**config.mk**
```make
export PLATFORM = sky130hd
export DESIGN_NAME = decode_stage
export DESIGN_NICKNAME = d
export VERILOG_FILES = /design/src/rtl/riscv_inst_pkg.sv /design/src/rtl/riscv_decoder_comb.sv /design/src/rtl/decode_stage.sv
export SDC_FILE = /design/constraint.sdc
export NUM_CORES = 1
export LEC_CHECK = 0
export CORE_MARGIN = 3
export CORE_UTILIZATION = 35
export CTS_BUF_LIST = sky130_fd_sc_hd__clkbuf_16
export CTS_CLUSTER_DIAMETER = 50
export DETAILED_ROUTE_END_ITERATION = 12
export PLACE_DENSITY = 0.59
export SYNTH_ARGS = -nofsm -noshare
export SYNTH_HDL_FRONTEND = slang
export SYNTH_HIERARCHICAL = 1
export SYNTH_SLANG_ARGS = --single-unit
```
**constraint.sdc**
```tcl
create_clock -name i_clk -period 5.63 [get_ports i_clk]
set_input_delay 1.126 -clock i_clk [delete_from_list [all_inputs] [get_ports i_clk]]
set_output_delay 1.126 -clock i_clk [all_outputs]
set_load 0.02 [all_outputs]
```
**src/rtl/riscv_inst_pkg.sv**
```systemverilog
// Shared RV32I decode definitions: instruction indices, one-hot instruction
// constants (also consumed by execute), opcodes, immediate formats and the
// decoded-instruction payload.
package riscv_inst_pkg;

  localparam int unsigned XLEN      = 32;
  localparam int unsigned INST_BITS = 64;

  // Bit index of each instruction in the one-hot vector.
  localparam logic [5:0] IDX_UNKNOWN = 6'd0;
  localparam logic [5:0] IDX_ADD     = 6'd1;
  localparam logic [5:0] IDX_SUB     = 6'd2;
  localparam logic [5:0] IDX_XOR     = 6'd3;
  localparam logic [5:0] IDX_OR      = 6'd4;
  localparam logic [5:0] IDX_AND     = 6'd5;
  localparam logic [5:0] IDX_SLL     = 6'd6;
  localparam logic [5:0] IDX_SRL     = 6'd7;
  localparam logic [5:0] IDX_SRA     = 6'd8;
  localparam logic [5:0] IDX_SLT     = 6'd9;
  localparam logic [5:0] IDX_SLTU    = 6'd10;
  localparam logic [5:0] IDX_ADDI    = 6'd11;
  localparam logic [5:0] IDX_XORI    = 6'd12;
  localparam logic [5:0] IDX_ORI     = 6'd13;
  localparam logic [5:0] IDX_ANDI    = 6'd14;
  localparam logic [5:0] IDX_SLLI    = 6'd15;
  localparam logic [5:0] IDX_SRLI    = 6'd16;
  localparam logic [5:0] IDX_SRAI    = 6'd17;
  localparam logic [5:0] IDX_SLTI    = 6'd18;
  localparam logic [5:0] IDX_SLTIU   = 6'd19;
  localparam logic [5:0] IDX_LB      = 6'd20;
  localparam logic [5:0] IDX_LH      = 6'd21;
  localparam logic [5:0] IDX_LW      = 6'd22;
  localparam logic [5:0] IDX_LBU     = 6'd23;
  localparam logic [5:0] IDX_LHU     = 6'd24;
  localparam logic [5:0] IDX_SB      = 6'd25;
  localparam logic [5:0] IDX_SH      = 6'd26;
  localparam logic [5:0] IDX_SW      = 6'd27;
  localparam logic [5:0] IDX_BEQ     = 6'd28;
  localparam logic [5:0] IDX_BNE     = 6'd29;
  localparam logic [5:0] IDX_BLT     = 6'd30;
  localparam logic [5:0] IDX_BGE     = 6'd31;
  localparam logic [5:0] IDX_BLTU    = 6'd32;
  localparam logic [5:0] IDX_BGEU    = 6'd33;
  localparam logic [5:0] IDX_JAL     = 6'd34;
  localparam logic [5:0] IDX_JALR    = 6'd35;
  localparam logic [5:0] IDX_LUI     = 6'd36;
  localparam logic [5:0] IDX_AUIPC   = 6'd37;
  localparam logic [5:0] IDX_ECALL   = 6'd38;
  localparam logic [5:0] IDX_EBREAK  = 6'd39;
  localparam logic [5:0] IDX_FENCE   = 6'd40;
  localparam logic [5:0] IDX_FENCEI  = 6'd41;
  localparam logic [5:0] IDX_CSRRW   = 6'd42;
  localparam logic [5:0] IDX_CSRRS   = 6'd43;
  localparam logic [5:0] IDX_CSRRC   = 6'd44;
  localparam logic [5:0] IDX_CSRRWI  = 6'd45;
  localparam logic [5:0] IDX_CSRRSI  = 6'd46;
  localparam logic [5:0] IDX_CSRRCI  = 6'd47;

  // One-hot instruction constants.
  localparam logic [63:0] inst_UNKNOWN = 64'd1 << IDX_UNKNOWN;
  localparam logic [63:0] inst_ADD     = 64'd1 << IDX_ADD;
  localparam logic [63:0] inst_SUB     = 64'd1 << IDX_SUB;
  localparam logic [63:0] inst_XOR     = 64'd1 << IDX_XOR;
  localparam logic [63:0] inst_OR      = 64'd1 << IDX_OR;
  localparam logic [63:0] inst_AND     = 64'd1 << IDX_AND;
  localparam logic [63:0] inst_SLL     = 64'd1 << IDX_SLL;
  localparam logic [63:0] inst_SRL     = 64'd1 << IDX_SRL;
  localparam logic [63:0] inst_SRA     = 64'd1 << IDX_SRA;
  localparam logic [63:0] inst_SLT     = 64'd1 << IDX_SLT;
  localparam logic [63:0] inst_SLTU    = 64'd1 << IDX_SLTU;
  localparam logic [63:0] inst_ADDI    = 64'd1 << IDX_ADDI;
  localparam logic [63:0] inst_XORI    = 64'd1 << IDX_XORI;
  localparam logic [63:0] inst_ORI     = 64'd1 << IDX_ORI;
  localparam logic [63:0] inst_ANDI    = 64'd1 << IDX_ANDI;
  localparam logic [63:0] inst_SLLI    = 64'd1 << IDX_SLLI;
  localparam logic [63:0] inst_SRLI    = 64'd1 << IDX_SRLI;
  localparam logic [63:0] inst_SRAI    = 64'd1 << IDX_SRAI;
  localparam logic [63:0] inst_SLTI    = 64'd1 << IDX_SLTI;
  localparam logic [63:0] inst_SLTIU   = 64'd1 << IDX_SLTIU;
  localparam logic [63:0] inst_LB      = 64'd1 << IDX_LB;
  localparam logic [63:0] inst_LH      = 64'd1 << IDX_LH;
  localparam logic [63:0] inst_LW      = 64'd1 << IDX_LW;
  localparam logic [63:0] inst_LBU     = 64'd1 << IDX_LBU;
  localparam logic [63:0] inst_LHU     = 64'd1 << IDX_LHU;
  localparam logic [63:0] inst_SB      = 64'd1 << IDX_SB;
  localparam logic [63:0] inst_SH      = 64'd1 << IDX_SH;
  localparam logic [63:0] inst_SW      = 64'd1 << IDX_SW;
  localparam logic [63:0] inst_BEQ     = 64'd1 << IDX_BEQ;
  localparam logic [63:0] inst_BNE     = 64'd1 << IDX_BNE;
  localparam logic [63:0] inst_BLT     = 64'd1 << IDX_BLT;
  localparam logic [63:0] inst_BGE     = 64'd1 << IDX_BGE;
  localparam logic [63:0] inst_BLTU    = 64'd1 << IDX_BLTU;
  localparam logic [63:0] inst_BGEU    = 64'd1 << IDX_BGEU;
  localparam logic [63:0] inst_JAL     = 64'd1 << IDX_JAL;
  localparam logic [63:0] inst_JALR    = 64'd1 << IDX_JALR;
  localparam logic [63:0] inst_LUI     = 64'd1 << IDX_LUI;
  localparam logic [63:0] inst_AUIPC   = 64'd1 << IDX_AUIPC;
  localparam logic [63:0] inst_ECALL   = 64'd1 << IDX_ECALL;
  localparam logic [63:0] inst_EBREAK  = 64'd1 << IDX_EBREAK;
  localparam logic [63:0] inst_FENCE   = 64'd1 << IDX_FENCE;
  localparam logic [63:0] inst_FENCEI  = 64'd1 << IDX_FENCEI;
  localparam logic [63:0] inst_CSRRW   = 64'd1 << IDX_CSRRW;
  localparam logic [63:0] inst_CSRRS   = 64'd1 << IDX_CSRRS;
  localparam logic [63:0] inst_CSRRC   = 64'd1 << IDX_CSRRC;
  localparam logic [63:0] inst_CSRRWI  = 64'd1 << IDX_CSRRWI;
  localparam logic [63:0] inst_CSRRSI  = 64'd1 << IDX_CSRRSI;
  localparam logic [63:0] inst_CSRRCI  = 64'd1 << IDX_CSRRCI;

  // Major opcodes (inst[6:0]).
  localparam logic [6:0] OP       = 7'b0110011;
  localparam logic [6:0] OP_IMM   = 7'b0010011;
  localparam logic [6:0] LOAD     = 7'b0000011;
  localparam logic [6:0] STORE    = 7'b0100011;
  localparam logic [6:0] BRANCH   = 7'b1100011;
  localparam logic [6:0] JAL      = 7'b1101111;
  localparam logic [6:0] JALR     = 7'b1100111;
  localparam logic [6:0] LUI      = 7'b0110111;
  localparam logic [6:0] AUIPC    = 7'b0010111;
  localparam logic [6:0] SYSTEM   = 7'b1110011;
  localparam logic [6:0] MISC_MEM = 7'b0001111;

  localparam logic [6:0] FUN7_BASE = 7'b0000000;
  localparam logic [6:0] FUN7_ALT  = 7'b0100000;

  localparam logic [31:0] ECALL_WORD  = 32'h0000_0073;
  localparam logic [31:0] EBREAK_WORD = 32'h0010_0073;

  // Immediate layout selected by the decoder.
  typedef enum logic [2:0] {
    FMT_NONE,
    FMT_I,
    FMT_S,
    FMT_B,
    FMT_U,
    FMT_J,
    FMT_SH,
    FMT_CSR
  } imm_fmt_e;

  // Decoded-instruction payload handed from decoder to pipeline register.
  typedef struct packed {
    logic [4:0]           rd;
    logic [4:0]           rs1;
    logic [4:0]           rs2;
    logic [2:0]           fun3;
    logic [6:0]           fun7;
    logic [XLEN-1:0]      imm;
    logic [INST_BITS-1:0] onehot;
    logic                 illegal;
  } dec_t;

endpackage

```
**src/rtl/riscv_decoder_comb.sv**
```systemverilog
// Purely combinational RV32I decoder.
// Ports:
//   inst   in   32   raw instruction word
//   dec_c  out  dec_t  raw register fields, immediate, one-hot vector, illegal
module riscv_decoder_comb
  import riscv_inst_pkg::*;
(
  input  logic [XLEN-1:0] inst,
  output dec_t            dec_c
);

  logic [6:0] opcode;
  logic [2:0] fun3;
  logic [6:0] fun7;
  logic [5:0] idx;
  imm_fmt_e   fmt;

  assign opcode = inst[6:0];
  assign fun3   = inst[14:12];
  assign fun7   = inst[31:25];

  // Instruction match; anything not matched keeps the UNKNOWN index and no immediate.
  always_comb begin
    idx = IDX_UNKNOWN;
    fmt = FMT_NONE;
    case (opcode)
      OP: begin
        if (fun7 == FUN7_BASE) begin
          case (fun3)
            3'd0: idx = IDX_ADD;
            3'd1: idx = IDX_SLL;
            3'd2: idx = IDX_SLT;
            3'd3: idx = IDX_SLTU;
            3'd4: idx = IDX_XOR;
            3'd5: idx = IDX_SRL;
            3'd6: idx = IDX_OR;
            3'd7: idx = IDX_AND;
            default: ;
          endcase
        end else if (fun7 == FUN7_ALT) begin
          case (fun3)
            3'd0: idx = IDX_SUB;
            3'd5: idx = IDX_SRA;
            default: ;
          endcase
        end
      end
      OP_IMM: begin
        case (fun3)
          3'd0: begin idx = IDX_ADDI;  fmt = FMT_I; end
          3'd2: begin idx = IDX_SLTI;  fmt = FMT_I; end
          3'd3: begin idx = IDX_SLTIU; fmt = FMT_I; end
          3'd4: begin idx = IDX_XORI;  fmt = FMT_I; end
          3'd6: begin idx = IDX_ORI;   fmt = FMT_I; end
          3'd7: begin idx = IDX_ANDI;  fmt = FMT_I; end
          3'd1: begin
            if (fun7 == FUN7_BASE) begin idx = IDX_SLLI; fmt = FMT_SH; end
          end
          3'd5: begin
            if (fun7 == FUN7_BASE) begin
              idx = IDX_SRLI; fmt = FMT_SH;
            end else if (fun7 == FUN7_ALT) begin
              idx = IDX_SRAI; fmt = FMT_SH;
            end
          end
          default: ;
        endcase
      end
      LOAD: begin
        case (fun3)
          3'd0: begin idx = IDX_LB;  fmt = FMT_I; end
          3'd1: begin idx = IDX_LH;  fmt = FMT_I; end
          3'd2: begin idx = IDX_LW;  fmt = FMT_I; end
          3'd4: begin idx = IDX_LBU; fmt = FMT_I; end
          3'd5: begin idx = IDX_LHU; fmt = FMT_I; end
          default: ;
        endcase
      end
      STORE: begin
        case (fun3)
          3'd0: begin idx = IDX_SB; fmt = FMT_S; end
          3'd1: begin idx = IDX_SH; fmt = FMT_S; end
          3'd2: begin idx = IDX_SW; fmt = FMT_S; end
          default: ;
        endcase
      end
      BRANCH: begin
        case (fun3)
          3'd0: begin idx = IDX_BEQ;  fmt = FMT_B; end
          3'd1: begin idx = IDX_BNE;  fmt = FMT_B; end
          3'd4: begin idx = IDX_BLT;  fmt = FMT_B; end
          3'd5: begin idx = IDX_BGE;  fmt = FMT_B; end
          3'd6: begin idx = IDX_BLTU; fmt = FMT_B; end
          3'd7: begin idx = IDX_BGEU; fmt = FMT_B; end
          default: ;
        endcase
      end
      JAL:   begin idx = IDX_JAL;   fmt = FMT_J; end
      JALR: begin
        if (fun3 == 3'd0) begin idx = IDX_JALR; fmt = FMT_I; end
      end
      LUI:   begin idx = IDX_LUI;   fmt = FMT_U; end
      AUIPC: begin idx = IDX_AUIPC; fmt = FMT_U; end
      MISC_MEM: begin
        case (fun3)
          3'd0: idx = IDX_FENCE;
          3'd1: idx = IDX_FENCEI;
          default: ;
        endcase
      end
      SYSTEM: begin
        // ECALL/EBREAK must match the whole word; fun3=0/4 are otherwise illegal.
        if (inst == ECALL_WORD) begin
          idx = IDX_ECALL;
        end else if (inst == EBREAK_WORD) begin
          idx = IDX_EBREAK;
        end else begin
          case (fun3)
            3'd1: begin idx = IDX_CSRRW;  fmt = FMT_CSR; end
            3'd2: begin idx = IDX_CSRRS;  fmt = FMT_CSR; end
            3'd3: begin idx = IDX_CSRRC;  fmt = FMT_CSR; end
            3'd5: begin idx = IDX_CSRRWI; fmt = FMT_CSR; end
            3'd6: begin idx = IDX_CSRRSI; fmt = FMT_CSR; end
            3'd7: begin idx = IDX_CSRRCI; fmt = FMT_CSR; end
            default: ;
          endcase
        end
      end
      default: ;
    endcase
  end

  // Immediate assembly and payload.
  always_comb begin
    dec_c      = '0;
    dec_c.rd   = inst[11:7];
    dec_c.rs1  = inst[19:15];
    dec_c.rs2  = inst[24:20];
    dec_c.fun3 = fun3;
    dec_c.fun7 = fun7;
    case (fmt)
      FMT_I:   dec_c.imm = {{20{inst[31]}}, inst[31:20]};
      FMT_S:   dec_c.imm = {{20{inst[31]}}, inst[31:25], inst[11:7]};
      FMT_B:   dec_c.imm = {{20{inst[31]}}, inst[7], inst[30:25], inst[11:8], 1'b0};
      FMT_U:   dec_c.imm = {inst[31:12], 12'b0};
      FMT_J:   dec_c.imm = {{12{inst[31]}}, inst[19:12], inst[20], inst[30:21], 1'b0};
      FMT_SH:  dec_c.imm = {27'b0, inst[24:20]};
      FMT_CSR: dec_c.imm = {20'b0, inst[31:20]};
      default: dec_c.imm = '0;
    endcase
    dec_c.onehot  = 64'd1 << idx;
    dec_c.illegal = (dec_c.onehot == inst_UNKNOWN);
  end

endmodule

```
**src/rtl/decode_stage.sv**
```systemverilog
// RV32I decode stage: valid/ready input from fetch, one registered output
// slot toward execute with backpressure and flush, and an accept counter.
// Ports:
//   i_clk, i_rst                      clock, synchronous active-high reset
//   i_flush                           kill held and incoming instruction
//   i_valid / o_ready                 fetch handshake (o_ready combinational)
//   i_instruction, i_pc               instruction word and its PC
//   o_valid / i_ready                 execute handshake
//   rd_o, rs1_o, rs2_o, fun3_o, fun7_o  raw instruction fields
//   imm_o, Single_Instruction_o       immediate and one-hot instruction
//   pc_o, o_illegal, o_decode_count   held PC, UNKNOWN flag, accept count
module decode_stage
  import riscv_inst_pkg::*;
#(
  parameter int unsigned N_param = 32
) (
  input  logic               i_clk,
  input  logic               i_rst,
  input  logic               i_flush,
  input  logic               i_valid,
  output logic               o_ready,
  input  logic [N_param-1:0] i_instruction,
  input  logic [N_param-1:0] i_pc,
  output logic               o_valid,
  input  logic               i_ready,
  output logic [4:0]         rd_o,
  output logic [4:0]         rs1_o,
  output logic [4:0]         rs2_o,
  output logic [2:0]         fun3_o,
  output logic [6:0]         fun7_o,
  output logic [N_param-1:0] imm_o,
  output logic [63:0]        Single_Instruction_o,
  output logic [N_param-1:0] pc_o,
  output logic               o_illegal,
  output logic [31:0]        o_decode_count
);

  dec_t               dec_c;
  dec_t               dec_q, dec_d;
  logic               valid_q, valid_d;
  logic [N_param-1:0] pc_q, pc_d;
  logic [31:0]        count_q, count_d;
  logic               accept;

  riscv_decoder_comb u_decoder (
    .inst  (i_instruction),
    .dec_c (dec_c)
  );

  assign o_ready = !valid_q || i_ready;
  assign accept  = i_valid && o_ready;

  // Output-slot update: flush wins over accept; data holds whenever not loading.
  always_comb begin
    valid_d = valid_q;
    dec_d   = dec_q;
    pc_d    = pc_q;
    count_d = count_q;
    if (i_flush) begin
      valid_d = 1'b0;
    end else if (accept) begin
      valid_d = 1'b1;
      dec_d   = dec_c;
      pc_d    = i_pc;
      count_d = count_q + 32'd1;
    end else if (valid_q && i_ready) begin
      valid_d = 1'b0;
    end
  end

  always_ff @(posedge i_clk) begin
    if (i_rst) begin
      valid_q <= 1'b0;
      dec_q   <= '0;
      pc_q    <= '0;
      count_q <= '0;
    end else begin
      valid_q <= valid_d;
      dec_q   <= dec_d;
      pc_q    <= pc_d;
      count_q <= count_d;
    end
  end

  assign o_valid              = valid_q;
  assign rd_o                 = dec_q.rd;
  assign rs1_o                = dec_q.rs1;
  assign rs2_o                = dec_q.rs2;
  assign fun3_o               = dec_q.fun3;
  assign fun7_o               = dec_q.fun7;
  assign imm_o                = dec_q.imm;
  assign Single_Instruction_o = dec_q.onehot;
  assign pc_o                 = pc_q;
  assign o_illegal            = dec_q.illegal;
  assign o_decode_count       = count_q;

endmodule
```
# == Word-level counts from Yosys, hierarchy flattened ==
# Memories as Yosys holds them, arrays and structs flattened.
# Index checks and enable logic that the tools add are counted.
# op_classes
add_sub_neg,1
n_eq_ne,29
shifts,1
mux,31
bitwise,1
reduce_logical,15
# ops
operator,count
32-bit one-hot mux with 7 select lines,1
6-bit one-hot mux with 6 select lines,2
6-bit one-hot mux with 11 select lines,1
64-bit by 1-bit == test with 1-bit output (second input constant),1
1-bit by 6-bit << shifter with 64-bit output (first input constant),1
6-bit one-hot mux with 8 select lines,1
6-bit two-way mux,6
32-bit by 1-bit adder with 32-bit output (second input constant),1
32-bit by 21-bit == test with 1-bit output (second input constant),1
32-bit by 7-bit == test with 1-bit output (second input constant),1
7-bit by 6-bit == test with 1-bit output (second input constant),4
7-bit == test (second input constant),4
5-bit one-hot mux with 5 select lines,1
3-bit == test (second input constant),8
3-bit one-hot mux with 8 select lines,1
3-bit two-way mux,6
6-bit OR reduction,3
5-bit one-hot mux with 3 select lines,1
7-bit by 5-bit == test with 1-bit output (second input constant),2
3-bit by 2-bit == test with 1-bit output (second input constant),4
6-bit one-hot mux with 2 select lines,1
3-bit one-hot mux with 3 select lines,1
4-bit one-hot mux with 2 select lines,1
7-bit by 2-bit == test with 1-bit output (second input constant),1
other kinds (17),24
# totals
ff_bits,187
mem_bits_ro,32
output_inout_bits,188
wordCells,90
memories,1
# mem_list
memory,depth,width,rd,rd_clocked_by_memory_dff,wr,line,source
(no name shown),8,4,1,0,0,riscv_decoder_comb.sv:29,case (fun3)

# == Longest topological paths before layout ==
# depth
depth_word,8
mapped_depth,12
mapped_depth_nobuf,8

# == Cells and area by module ==
# The synthesis kept the hierarchy.
# modules_own_cells
mod,instances,cells_each,area_per_inst_um2,seq_area_each_um2
decode_stage,1,842,6722.7,3743.6
riscv_decoder_comb,1,306,2179.6,0.0

# == Worst setup path after synthesis ==
# OpenSTA, ideal clock, no wires.
# synth_path
path_kind,input to register
start,input port i_instruction[12]
end,register dec_q (netlist bit Single_Instruction_o[26])
setup_time_ns,0.070
t_arrival_ns,2.916
required_time_ns,5.560
slack_ns,2.644
path_stages,10
cell_sequence,buf_2 -> buf_6 -> maj3_2 -> nand4_4 -> o31ai_1 -> nor4b_2 -> or3b_1 -> nor3_2 -> nand2_1 -> a21oi_1
# synth_rtl
element,line,source
from (decl),decode_stage.sv:22,"input logic [N_param-1:0] i_instruction,"
to (signal assigned),decode_stage.sv:74,dec_q <= '0;
to (signal assigned),decode_stage.sv:79,dec_q <= dec_d;
to (decl),decode_stage.sv:39,"dec_t dec_q, dec_d;"

==> results by group <==
Logic synthesis
  • Main combinational cell family by area after synthesis: simple AND/OR/NAND/NOR gates
  • Synth Area per Inst: 7.755 µm²
  • Post-synthesis mux area share: 0.1265%
  • Area share of fa/ha/maj cells after synthesis: 0.2670%
  • Synth Area in Compound Gates: 15.76%
  • Synth cell count leaders: 335 x nand2_1, 187 x dfxtp_1, 175 x a21oi_1, 54 x clkbuf_1, 43 x buf_4
  • Post-synthesis simple-gate area fraction: 31.23%
  • Cells after Synth: 1148
  • Distinct cells, synth: 77
  • Share of flip-flops with an asynchronous set or reset: 0%
  • Main synth FF type: dfxtp_1
  • Cell accounting for the most synthesized area: dfxtp_1
  • Xor/xnor share of the synthesized area: 2.263%
  • Most numerous cell in the Yosys netlist: nand2_1
  • Yosys warning count: 6
  • Top-area cell type share of the netlist area: 42.05%
  • Post-Synthesis Cell Area: 8902 µm²
  • Largest cells by area after synthesis: dfxtp_1 42%, nand2_1 14%, a21oi_1 9.8%
  • FF+latch count, synth: 187
  • Post-synth EDFFs: 0
  • Sequential area share after synthesis: 42.05%

Die
  • Initial core utilization: 36.08%
  • IO Pins: 257
  • Die Width: 165.5 µm
  • Core area: 24680 µm²
  • Die Span Y: 165.5 µm
  • Full die area: 27390 µm²
  • Core Rows: 57

Power
  • VDD IR max: 0.0001456 V
  • Logic pwr share: 11.4%
  • Cell internal pwr: 2157 µW
  • Register share of total power: 46.2%
  • PwrDens: 246.0 nW/µm²
  • Total power: 2949 µW
  • P_sw: 792.1 µW
  • Leakage power: 0.004122 µW
  • Sw frac: 26.86%
  • Clock power frac: 42.4%

Place
  • Half-perimeter wire length after placement: 19.80 mm
  • Placed cell areas: 11380 µm²
  • Port bufs: 256
  • RD Place Congestion: 0.9204

Worst setup path
  • R2R cell count: 6
  • Slowest-stage cell, CP: clkdlybuf4s50_1
  • Worst-path cell chain: clkdlybuf4s50_1 > nor4bb_1 > nand3_1 > a211oi_1 > a211oi_1 > nand3_1 > nor3_1 > nand2_1 > a21oi_1
  • Endpoint class of the critical path: flop
  • WP data required: 5920 ps
  • CP Max Fanout: 26
  • Worst path max stage delay: 940 ps
  • Crit path kind: in -> reg
  • Arrival time of the worst setup path: 4350 ps
  • Startpoint Class: input port

Timing
  • Tcrit/Tclk final: 72.03%
  • Unrepaired setup endpoints after global routing: no
  • Maximum clock rate: 0.2466 GHz
  • Final Setup Violations: 0
  • Final hold violation count: 0
  • Slew HR: 33.29%
  • Worst-Margin Slew: 997.6 ps
  • Setup TNS: 0 ps
  • Minimum clock period: 4055 ps
  • Final max-slew violation count: 0
  • Final Skew: 14.45 ps

Global route
  • Initial antenna violation count: 0
  • Vias in the first global route: 7823
  • Total track usage: 20.00%
  • Pin count of the biggest net entering global routing: 105
  • First-pass GRT wire length: 43.46 mm
  • Grt total ovfl: 0

Clocking
  • Post-CTS Resized: 0
  • CTS tree: built
  • Clock buffer depth: 2
  • CTS Root Cell: clkbuf_16
  • Clk slew on worst S/H paths: 80 ps
  • H-tree Lvls: 4
  • Cts hold-fix bufs: 0
  • CTS buffer count: 17
  • Clock Latency Late Sink: 440 ps
  • # clock sinks: 187
  • Postcts setup bufs: 0

Layout
  • N_diodes: 0
  • Share of cells above drive strength 1: 7.148%
  • Nets: 1401
  • Finished Cell Area: 11990 µm²
  • Synth-to-Final Area Change: 34.67%

Detailed routing
  • DRC violation total after the first TritonRoute iteration: 624
  • Vias: 8478
  • Post-Route WL: 28.42 mm
  • Residual DRC: 0
  • Antenna Nets Post-Route: 0
  • Routed vias/inst: 5.086
  • Routed len/inst: 17.05 µm
  • DR pass1 iterations: 5

Flow run
  • Number of max-cap violations: 0

Hold path
  • Hold Path Cell Cnt: 2
  • Tightest Hold Check Type: reg -> reg

Run status
  • Outcome: finished, final reports clean
-- routing by layer --
metal | GRT usage, % | up-vias | part of all wire [%]
li1 | - | 4205 | -
met1 | 26.63 | 4010 | 46
met2 | 31.76 | 236 | 46
met3 | 6.186 | 27 | 6.9
met4 | 4.802 | 0 | 1.3
met5 | 0 | - | 0
-- cell type report --
| cell class | instances | area [µm²] |
|---|---|---|
| Inverter | 9 | 33.78 |
| Clock buffer | 17 | 425.4 |
| Timing Repair Buffer | 270 | 2706 |
| Multi-Input combinational cell | 846 | 4494 |
| Tap cell | 324 | 405.4 |
| Clock inverter | 14 | 180.2 |
| Fill cell | 2511 | 12690 |
| Sequential cell | 187 | 3744 |
-- registers in the layout (all words and copies together) (netlist names) --
register	flops
Single_Instruction_o	64
fun3_o	3
fun7_o	7
imm_o	32
o_decode_count	32
o_illegal	1
o_valid	1
pc_o	32
rd_o	5
rs1_o	5
rs2_o	5
-- through the flow --
step | hold slack (ps) | util [%] | setup WS [ps] | std cells
finish | 453.7 | 48.59 | 1575 | 1667
global route | 468.8 | 48.59 | 1376 | 1667
CTS | 456.2 | 48.59 | 1634 | 1667
detailed placement | 445.5 | 46.13 | 1191 | 1636
global placement | 441.4 | 46.13 | 1213 | 1636
floorplan | 534.5 | - | 2644 | 1163
-- final timing paths --
| kind | from | to | slack (ps) |
|---|---|---|---|
| max | i_instruction[14] | Single_Instruction_o[0] | 1570 |
| min | Single_Instruction_o[60] | Single_Instruction_o[60] | 450 |
| max reg2reg | o_valid | fun7_o[3] | 3570 |
| min reg2reg | Single_Instruction_o[60] | Single_Instruction_o[60] | 450 |
-- critical path, delay by kind of cell --
kind,cells,cell delay (ps)
buf+inv,1,940
simple gates,5,1870
compound gates,3,400
-- cell usage in the layout (no fill, tap or decap), types with 4 or more instances in the layout --
cell type / synthesis / layout
a211oi_1: 4 / 4
a21o_1: 19 / 19
a21oi_1: 175 / 175
a22o_1: 5 / 5
and2_1: 4 / 4
and3_1: 9 / 9
buf_4: 43 / 11
clkbuf_16: 0 / 17
clkdlybuf4s50_1: 0 / 255
conb_1: 1 / 16
dfxtp_1: 187 / 187
inv_1: 8 / 8
inv_8: 0 / 5
nand2_1: 335 / 334
nand2b_1: 6 / 6
nand3_1: 23 / 23
nand3_2: 4 / 4
nand4_1: 11 / 11
nor2_1: 37 / 36
nor2b_1: 11 / 11
nor3_1: 32 / 32
nor3_2: 21 / 21
nor4_1: 12 / 12
nor4_4: 4 / 4
o211ai_1: 5 / 5
o21ai_0: 18 / 18
or3_1: 13 / 13
or4_1: 4 / 4
xnor2_1: 10 / 10
xor2_1: 13 / 13
-- cells by family (layout without fill, tap and decap cells) --
group	after synthesis	after routing
and+or+nand+nor	556	556
AOI/OAI and AO/OA	248	248
DFF	187	187
buffers and inverters	130	310
xor gates and xnor gates	23	23
adders and majority gates	2	2
other	1	16
muxes	1	1
-- power by group through the flow --
stage / Combinational [µW] / Sequential, µW / Clock, µW
after global routing: 362 / 1370 / 1330
final: 335 / 1360 / 1250
after floorplan: 161 / 1430 / 0
after detailed placement: 335 / 1400 / 0
after global placement: 335 / 1390 / 0
after CTS: 336 / 1360 / 1290
No activity file was read; power rests on OpenSTA's default activity.
